--- src/rtl/noc_packet_injector.sv ---
// noc_packet_injector
//   Traffic generator plus optional ejection checker for a NoC router port.
//   On start it injects a burst of num_packets packets of FLITS_PER_PACKET
//   flits each (head, body..., tail) toward dest. It inserts gap idle cycles
//   between packets and pulses done when the burst completes.
//
//   Optional feature: define NOC_INJ_CHECKER_EN to compile in the ejection
//   checker. The checker validates packet framing on ej_*, counts good
//   packets in pkts_rcvd and raises the sticky err flag. Without the macro,
//   pkts_rcvd and err are constant zero.
//
// Ports
//   clk, rst (async, active-low)
//   start/dest/num_packets/gap  burst request and its parameters
//   inj_data/inj_valid/inj_ready  injection flit channel (valid/ready)
//   busy, done, pkts_sent       burst status
//   ej_data/ej_valid/ej_ready   ejection flit channel into the checker
//   pkts_rcvd, err              checker results
module noc_packet_injector #(
   parameter int DATA_WIDTH       = 32,
   parameter int TYPE_WIDTH       = 2,
   parameter int DEST_WIDTH       = 3,
   parameter int FLITS_PER_PACKET = 6
) (
   input  logic                  clk,
   input  logic                  rst,
   input  logic                  start,
   input  logic [DEST_WIDTH-1:0] dest,
   input  logic [7:0]            num_packets,
   input  logic [3:0]            gap,
   output logic [DATA_WIDTH-1:0] inj_data,
   output logic                  inj_valid,
   input  logic                  inj_ready,
   output logic                  busy,
   output logic                  done,
   output logic [7:0]            pkts_sent,
   input  logic [DATA_WIDTH-1:0] ej_data,
   input  logic                  ej_valid,
   output logic                  ej_ready,
   output logic [7:0]            pkts_rcvd,
   output logic                  err
);

   typedef enum logic [2:0] {IDLE, HEAD, BODY, TAIL, GAP} state_t;

   localparam logic [TYPE_WIDTH-1:0] T_HEAD   = TYPE_WIDTH'(1);
   localparam logic [TYPE_WIDTH-1:0] T_BODY   = TYPE_WIDTH'(2);
   localparam logic [TYPE_WIDTH-1:0] T_TAIL   = TYPE_WIDTH'(3);
   localparam logic [7:0]            PRE_TAIL = 8'(FLITS_PER_PACKET - 2);

   state_t                state_q, state_d;
   logic [DEST_WIDTH-1:0] dest_q, dest_d;
   logic [7:0]            num_q, num_d;
   logic [3:0]            gap_q, gap_d;
   logic [3:0]            gap_cnt_q, gap_cnt_d;
   logic [7:0]            idx_q, idx_d;
   logic [7:0]            pkts_sent_q, pkts_sent_d;
   logic                  inj_valid_q, inj_valid_d;
   logic [DATA_WIDTH-1:0] inj_data_q, inj_data_d;
   logic                  busy_q, busy_d;
   logic                  done_q, done_d;
   logic                  ej_ready_q, ej_ready_d;
   logic                  xfer;
   logic                  clr;

   always_comb begin
      state_d     = state_q;
      dest_d      = dest_q;
      num_d       = num_q;
      gap_d       = gap_q;
      gap_cnt_d   = gap_cnt_q;
      idx_d       = idx_q;
      pkts_sent_d = pkts_sent_q;
      busy_d      = busy_q;
      done_d      = 1'b0;
      ej_ready_d  = 1'b1;
      clr         = 1'b0;
      xfer        = inj_valid_q & inj_ready;

      case (state_q)
         IDLE: begin
            if (start) begin
               clr         = 1'b1;
               dest_d      = dest;
               num_d       = num_packets;
               gap_d       = gap;
               pkts_sent_d = '0;
               idx_d       = '0;
               if (num_packets == '0) begin
                  done_d = 1'b1;
               end else begin
                  state_d = HEAD;
                  busy_d  = 1'b1;
               end
            end
         end
         HEAD: begin
            if (xfer) begin
               idx_d   = 8'd1;
               state_d = (FLITS_PER_PACKET == 2) ? TAIL : BODY;
            end
         end
         BODY: begin
            if (xfer) begin
               idx_d = idx_q + 8'd1;
               if (idx_q == PRE_TAIL) state_d = TAIL;
            end
         end
         TAIL: begin
            if (xfer) begin
               pkts_sent_d = (pkts_sent_q == 8'hFF) ? pkts_sent_q : pkts_sent_q + 8'd1;
               idx_d       = '0;
               if (pkts_sent_d == num_q) begin
                  state_d = IDLE;
                  busy_d  = 1'b0;
                  done_d  = 1'b1;
               end else if (gap_q != '0) begin
                  state_d   = GAP;
                  gap_cnt_d = gap_q;
               end else begin
                  state_d = HEAD;
               end
            end
         end
         GAP: begin
            if (gap_cnt_q == 4'd1) state_d = HEAD;
            else gap_cnt_d = gap_cnt_q - 4'd1;
         end
         default: state_d = IDLE;
      endcase

      // Outputs are built from the next state so they are registered yet
      // line up with the state; a stalled flit keeps identical inputs here.
      inj_valid_d = (state_d == HEAD) || (state_d == BODY) || (state_d == TAIL);
      inj_data_d  = '0;
      case (state_d)
         HEAD: begin
            inj_data_d[DATA_WIDTH-1 -: TYPE_WIDTH] = T_HEAD;
            inj_data_d[DEST_WIDTH-1:0]             = dest_d;
         end
         BODY, TAIL: begin
            inj_data_d[DATA_WIDTH-1 -: TYPE_WIDTH] = (state_d == TAIL) ? T_TAIL : T_BODY;
            inj_data_d[15:8]                       = pkts_sent_d;
            inj_data_d[7:0]                        = idx_d;
         end
         default: ;
      endcase
   end

   always_ff @(posedge clk or negedge rst) begin
      if (!rst) begin
         state_q     <= IDLE;
         dest_q      <= '0;
         num_q       <= '0;
         gap_q       <= '0;
         gap_cnt_q   <= '0;
         idx_q       <= '0;
         pkts_sent_q <= '0;
         inj_valid_q <= 1'b0;
         inj_data_q  <= '0;
         busy_q      <= 1'b0;
         done_q      <= 1'b0;
         ej_ready_q  <= 1'b0;
      end else begin
         state_q     <= state_d;
         dest_q      <= dest_d;
         num_q       <= num_d;
         gap_q       <= gap_d;
         gap_cnt_q   <= gap_cnt_d;
         idx_q       <= idx_d;
         pkts_sent_q <= pkts_sent_d;
         inj_valid_q <= inj_valid_d;
         inj_data_q  <= inj_data_d;
         busy_q      <= busy_d;
         done_q      <= done_d;
         ej_ready_q  <= ej_ready_d;
      end
   end

   assign inj_data  = inj_data_q;
   assign inj_valid = inj_valid_q;
   assign busy      = busy_q;
   assign done      = done_q;
   assign pkts_sent = pkts_sent_q;
   assign ej_ready  = ej_ready_q;

   // Only the type field of ej_data is inspected.
   logic ej_unused;
   assign ej_unused = ^{ej_data, ej_valid};

`ifdef NOC_INJ_CHECKER_EN
   logic [7:0]            pkts_rcvd_q, pkts_rcvd_d;
   logic                  err_q, err_d;
   logic                  in_pkt_q, in_pkt_d;
   logic [7:0]            ej_cnt_q, ej_cnt_d;
   logic [TYPE_WIDTH-1:0] ej_type;

   assign ej_type = ej_data[DATA_WIDTH-1 -: TYPE_WIDTH];

   always_comb begin
      pkts_rcvd_d = pkts_rcvd_q;
      err_d       = err_q;
      in_pkt_d    = in_pkt_q;
      ej_cnt_d    = ej_cnt_q;
      if (ej_valid && ej_ready_q) begin
         case (ej_type)
            T_HEAD: begin
               // A stray head is flagged, and a fresh packet count starts with it.
               if (in_pkt_q) err_d = 1'b1;
               in_pkt_d = 1'b1;
               ej_cnt_d = 8'd1;
            end
            T_BODY: begin
               if (!in_pkt_q) err_d = 1'b1;
               else if (ej_cnt_q != 8'hFF) ej_cnt_d = ej_cnt_q + 8'd1;
            end
            T_TAIL: begin
               if (!in_pkt_q) err_d = 1'b1;
               else if ({1'b0, ej_cnt_q} + 9'd1 != 9'(FLITS_PER_PACKET)) err_d = 1'b1;
               else if (pkts_rcvd_q != 8'hFF) pkts_rcvd_d = pkts_rcvd_q + 8'd1;
               in_pkt_d = 1'b0;
            end
            default: err_d = 1'b1;
         endcase
      end
      if (clr) begin
         pkts_rcvd_d = '0;
         err_d       = 1'b0;
      end
   end

   always_ff @(posedge clk or negedge rst) begin
      if (!rst) begin
         pkts_rcvd_q <= '0;
         err_q       <= 1'b0;
         in_pkt_q    <= 1'b0;
         ej_cnt_q    <= '0;
      end else begin
         pkts_rcvd_q <= pkts_rcvd_d;
         err_q       <= err_d;
         in_pkt_q    <= in_pkt_d;
         ej_cnt_q    <= ej_cnt_d;
      end
   end

   assign pkts_rcvd = pkts_rcvd_q;
   assign err       = err_q;
`else
   assign pkts_rcvd = '0;
   assign err       = 1'b0;
`endif

endmodule
--- config.mk ---
export PLATFORM = sky130hd
export DESIGN_NAME = noc_packet_injector
export DESIGN_NICKNAME = d
export VERILOG_FILES = /design/src/rtl/noc_packet_injector.sv
export SDC_FILE = /design/constraint.sdc
export NUM_CORES = 1
export LEC_CHECK = 0
export CORE_MARGIN = 2
export CORE_UTILIZATION = 42
export DETAILED_ROUTE_END_ITERATION = 7
export GPL_TIMING_DRIVEN = 0
export PLACE_DENSITY_LB_ADDON = 0.25
export SLEW_MARGIN = 20
export SYNTH_ARGS = -nofsm -noshare
export SYNTH_HDL_FRONTEND = slang
export SYNTH_SLANG_ARGS = --single-unit
export TNS_END_PERCENT = 30
--- constraint.sdc ---
create_clock -name clk -period 2.45 [get_ports clk]
set_clock_uncertainty 0.2 [all_clocks]
set_input_delay 0.245 -clock clk [delete_from_list [all_inputs] [get_ports clk]]
set_output_delay 0.245 -clock clk [all_outputs]
set_load 0.005 [all_outputs]
==> reports/metrics.cfg <==
[worst_setup_path]
worstPathRequired_ns = 2.47
crit_path_top_delay_cell = or4_4
worstSetupPathType = flip-flop to flip-flop
r2r-end = gap_cnt_q[3]
crit_buf_inv = 1
rrSetupSlack_ns = -0.21
start_kind = flip-flop
crit_fanout = 6
cp_top_family = simple AND/OR/NAND/NOR gates
crit_path_frequent_cell = a211oi_2
max_stage_delay_ns = 0.55
timing.rr.start = pkts_sent[1]
path_cells = ha_4 -> buf_6 -> or3b_4 -> o311ai_4 -> a221o_2 -> nand3b_4 -> or4_4 -> a211oi_2 -> a211oi_2
rr_worst_depth = 9
arrival_ns = 2.68
cp-end-kind = flip-flop

[route]
num_vias = 2639
antenna_left = 0
drc_errors = 0
wl_um = 7160
wl_per_cell_um = 13.6
initialDrtViolationCount = 180
firstDrtPassIters = 4
routed_via_density = 5.01

[yosys]
netlist_instances = 327
synth_top_area_share_pct = 45.2
synth_area_leader_cell = dfrtp_1
synth_most_common_cell = dfrtp_1
postSynth.asyncResetShare_pct = 100
synth_edf_count = 0
ys_types = 56
ys_seq_elements = 60
synth_common_cells = 60 x dfrtp_1, 25 x buf_4, 22 x a21oi_1, 21 x nand2_1, 15 x o21ai_0
yosysWarnings = 0
synth_area_leaders = dfrtp_1 45%, buf_4 5.7%, mux2_2 4.8%, a21oi_1 3.3%, ha_1 2.6%
avgSynthCellArea_um2 = 10.1
yosysSeqAreaShare_pct = 45.2
synthFlopType = dfrtp_1
synth_area_um2 = 3320

[timing]
maxSlewHeadroom_pct = 51.0
holdWs_ns = 0.161
period_minus_slack_ns = 2.66
tightest_slew_ns = 0.732
final_max_slew_viol_count = 0
rsz0062_at_grt = true
tns_ns = -0.836
finalWorstSetupSlack_ns = -0.211
setup_viol = 9
max_freq_mhz = 376
hold_viol = 0
fin_crit_sh_pct = 109

[cts]
insertion_delay_ns = 0.34
cts_buffers = 9
cts_tree = yes
cts-root-buf = clkbuf_8
clkSinkCount = 60
cts_buffer_depth = 2
path_clk_slew_ns = 0.07
cts_max_level = 3

[finish]
area_growth_pct = 32.3
layout.nets = 479
fillers = 698
antenna_cells = 0
layout-drive-gt1-share_pct = 24.5

[pwr]
power.share.switching_pct = 36.9
power.share.sequential_pct = 35.9
pwr-share-clk_pct = 22.2
ir_worst_vdd_uv = 491
comb_power_share_pct = 41.9
p_switching_w = 0.00149
p_int_w = 0.00254
leakage_nw = 1.96
p_per_area_nw_per_um2 = 918

[run]
drv_cap = 0

[floorplanning]
core_area_um2 = 7690
ios = 105
die-area_um2 = 8630
std_cell_rows = 32
start_util_pct = 43.2
fp.dieH_um = 92.9
fp.dieW_um = 92.9

[worst_hold_path]
min_path_type = input pin to async pin

[grt]
grt-ovfl-total = 0
busiest_layer = met2
grt_pass1_vias = 2602
grt_max_degree = 34
grtUsageMet3_pct = 3.42
grtUsageMet1_pct = 24.1
track_usage_pct = 17.8
grt_pass1_wl_um = 12200
grt_use_met2_pct = 28.0
antenna_found_initial = 0

[status]
failed_checks = negative setup slack
status = finished, violations left

[place]
io_buffers = 48
hpwl_um = 5110
place_congestion = 0.814
dp_slack_ns = -0.382

## sequential cells by signal (all words and copies together), names as in the netlist
name / cells
done: 1
inj_data: 18
inj_valid: 1
pkts_sent: 8
idx_q: 8
ej_ready: 1
gap_cnt_q: 4
num_q: 8
dest_q: 3
busy: 1
state_q: 3
gap_q: 4
## kinds of logic after synthesis
group,share of synthesized area (%)
multiplexers,5.96
AND/OR/NAND/NOR,17.1
AO/OA/AOI/OAI,15.8
flip-flops,45.2
other,0.226
buffers and inverters,9.62
XOR/XNOR,3.43
adder cells (fa/ha/maj),2.64
## worst max path at each step
stage | start | end | slack (ns) | cells after the start
finish | pkts_sent[1] | gap_cnt_q[3] | -0.21 | 9
floorplan | pkts_sent[0] | inj_data[2] | -0.14 | 9
global placement | rst | pkts_sent[0] | -1.19 | 1
CTS | pkts_sent[1] | gap_cnt_q[3] | -0.16 | 9
global route | pkts_sent[1] | gap_cnt_q[3] | -0.28 | 9
detailed placement | inj_ready | inj_data[0] | -0.38 | 10
## layout make-up
cell class	instances	area (µm²)	share of cell area, %
clock inverter	7	76.3	1.74
inverter	14	56.3	1.28
clock buffer	9	124	2.82
multi-input combinational	237	1650	37.6
buffer	38	270	6.16
sequential	60	1500	34.3
tap	102	128	2.91
timing repair buffer	60	583	13.3
## power by group through the flow
stage | combinational [W] | sequential, W | clock, W
floorplan | 0.00112 | 0.00143 | 0
global placement | 0.00152 | 0.00147 | 0
detailed placement | 0.00157 | 0.00148 | 0
CTS | 0.00162 | 0.00144 | 0.000916
global route | 0.00188 | 0.00148 | 0.000960
finish | 0.00169 | 0.00145 | 0.000893
## repair_timing
action | 4_1_cts | 5_1_grt
buffers inserted | 7 | 3
gates resized for setup | 1 | 12
hold endpoints to repair | 60 | 0
pin swaps | 6 | 6
setup endpoints to repair | 13 | 18
hold buffers | 1 | 0
## through the flow
stage | power, W | util [%] | std cells | instance area [µm²]
floorplan | 0.00255 | - | 349 | 3420
global placement | 0.00299 | 52.4 | 499 | 4030
detailed placement | 0.00304 | 52.6 | 500 | 4040
CTS | 0.00398 | 56.0 | 524 | 4310
global route | 0.00433 | 57.1 | 527 | 4390
finish | 0.00403 | 57.1 | 527 | 4390
## layer usage
layer | part of all wire [%] | up-vias | wire, µm
met2 | 47 | 64 | 3370
met1 | 47 | 1263 | 3400
met4 | 1.5 | 0 | 106
met3 | 3.9 | 9 | 280
li1 | - | 1303 | -
met5 | 0 | - | 0
## worst register-to-register path: cells and delay by family (launching register included)
kind,cells,cell delay [ns]
AOI/OAI and AO/OA,4,0.60
adders and majority gates,1,0.17
buffers and inverters,1,0.12
DFF,1,0.43
and+or+nand+nor,3,1.02
## placed cells by master (no fill, tap or decap), drive strengths merged, types with 9 or more instances in the layout
master         count
o21ai             19
clkdlybuf4s50     47
and2              11
nor2              12
clkbuf            13
mux2              14
nand2             21
dfrtp             60
a21oi             22
inv               14
nand3             11
xnor2              9
buf               46
conb              24
No activity file was read; power rests on OpenSTA's default activity.
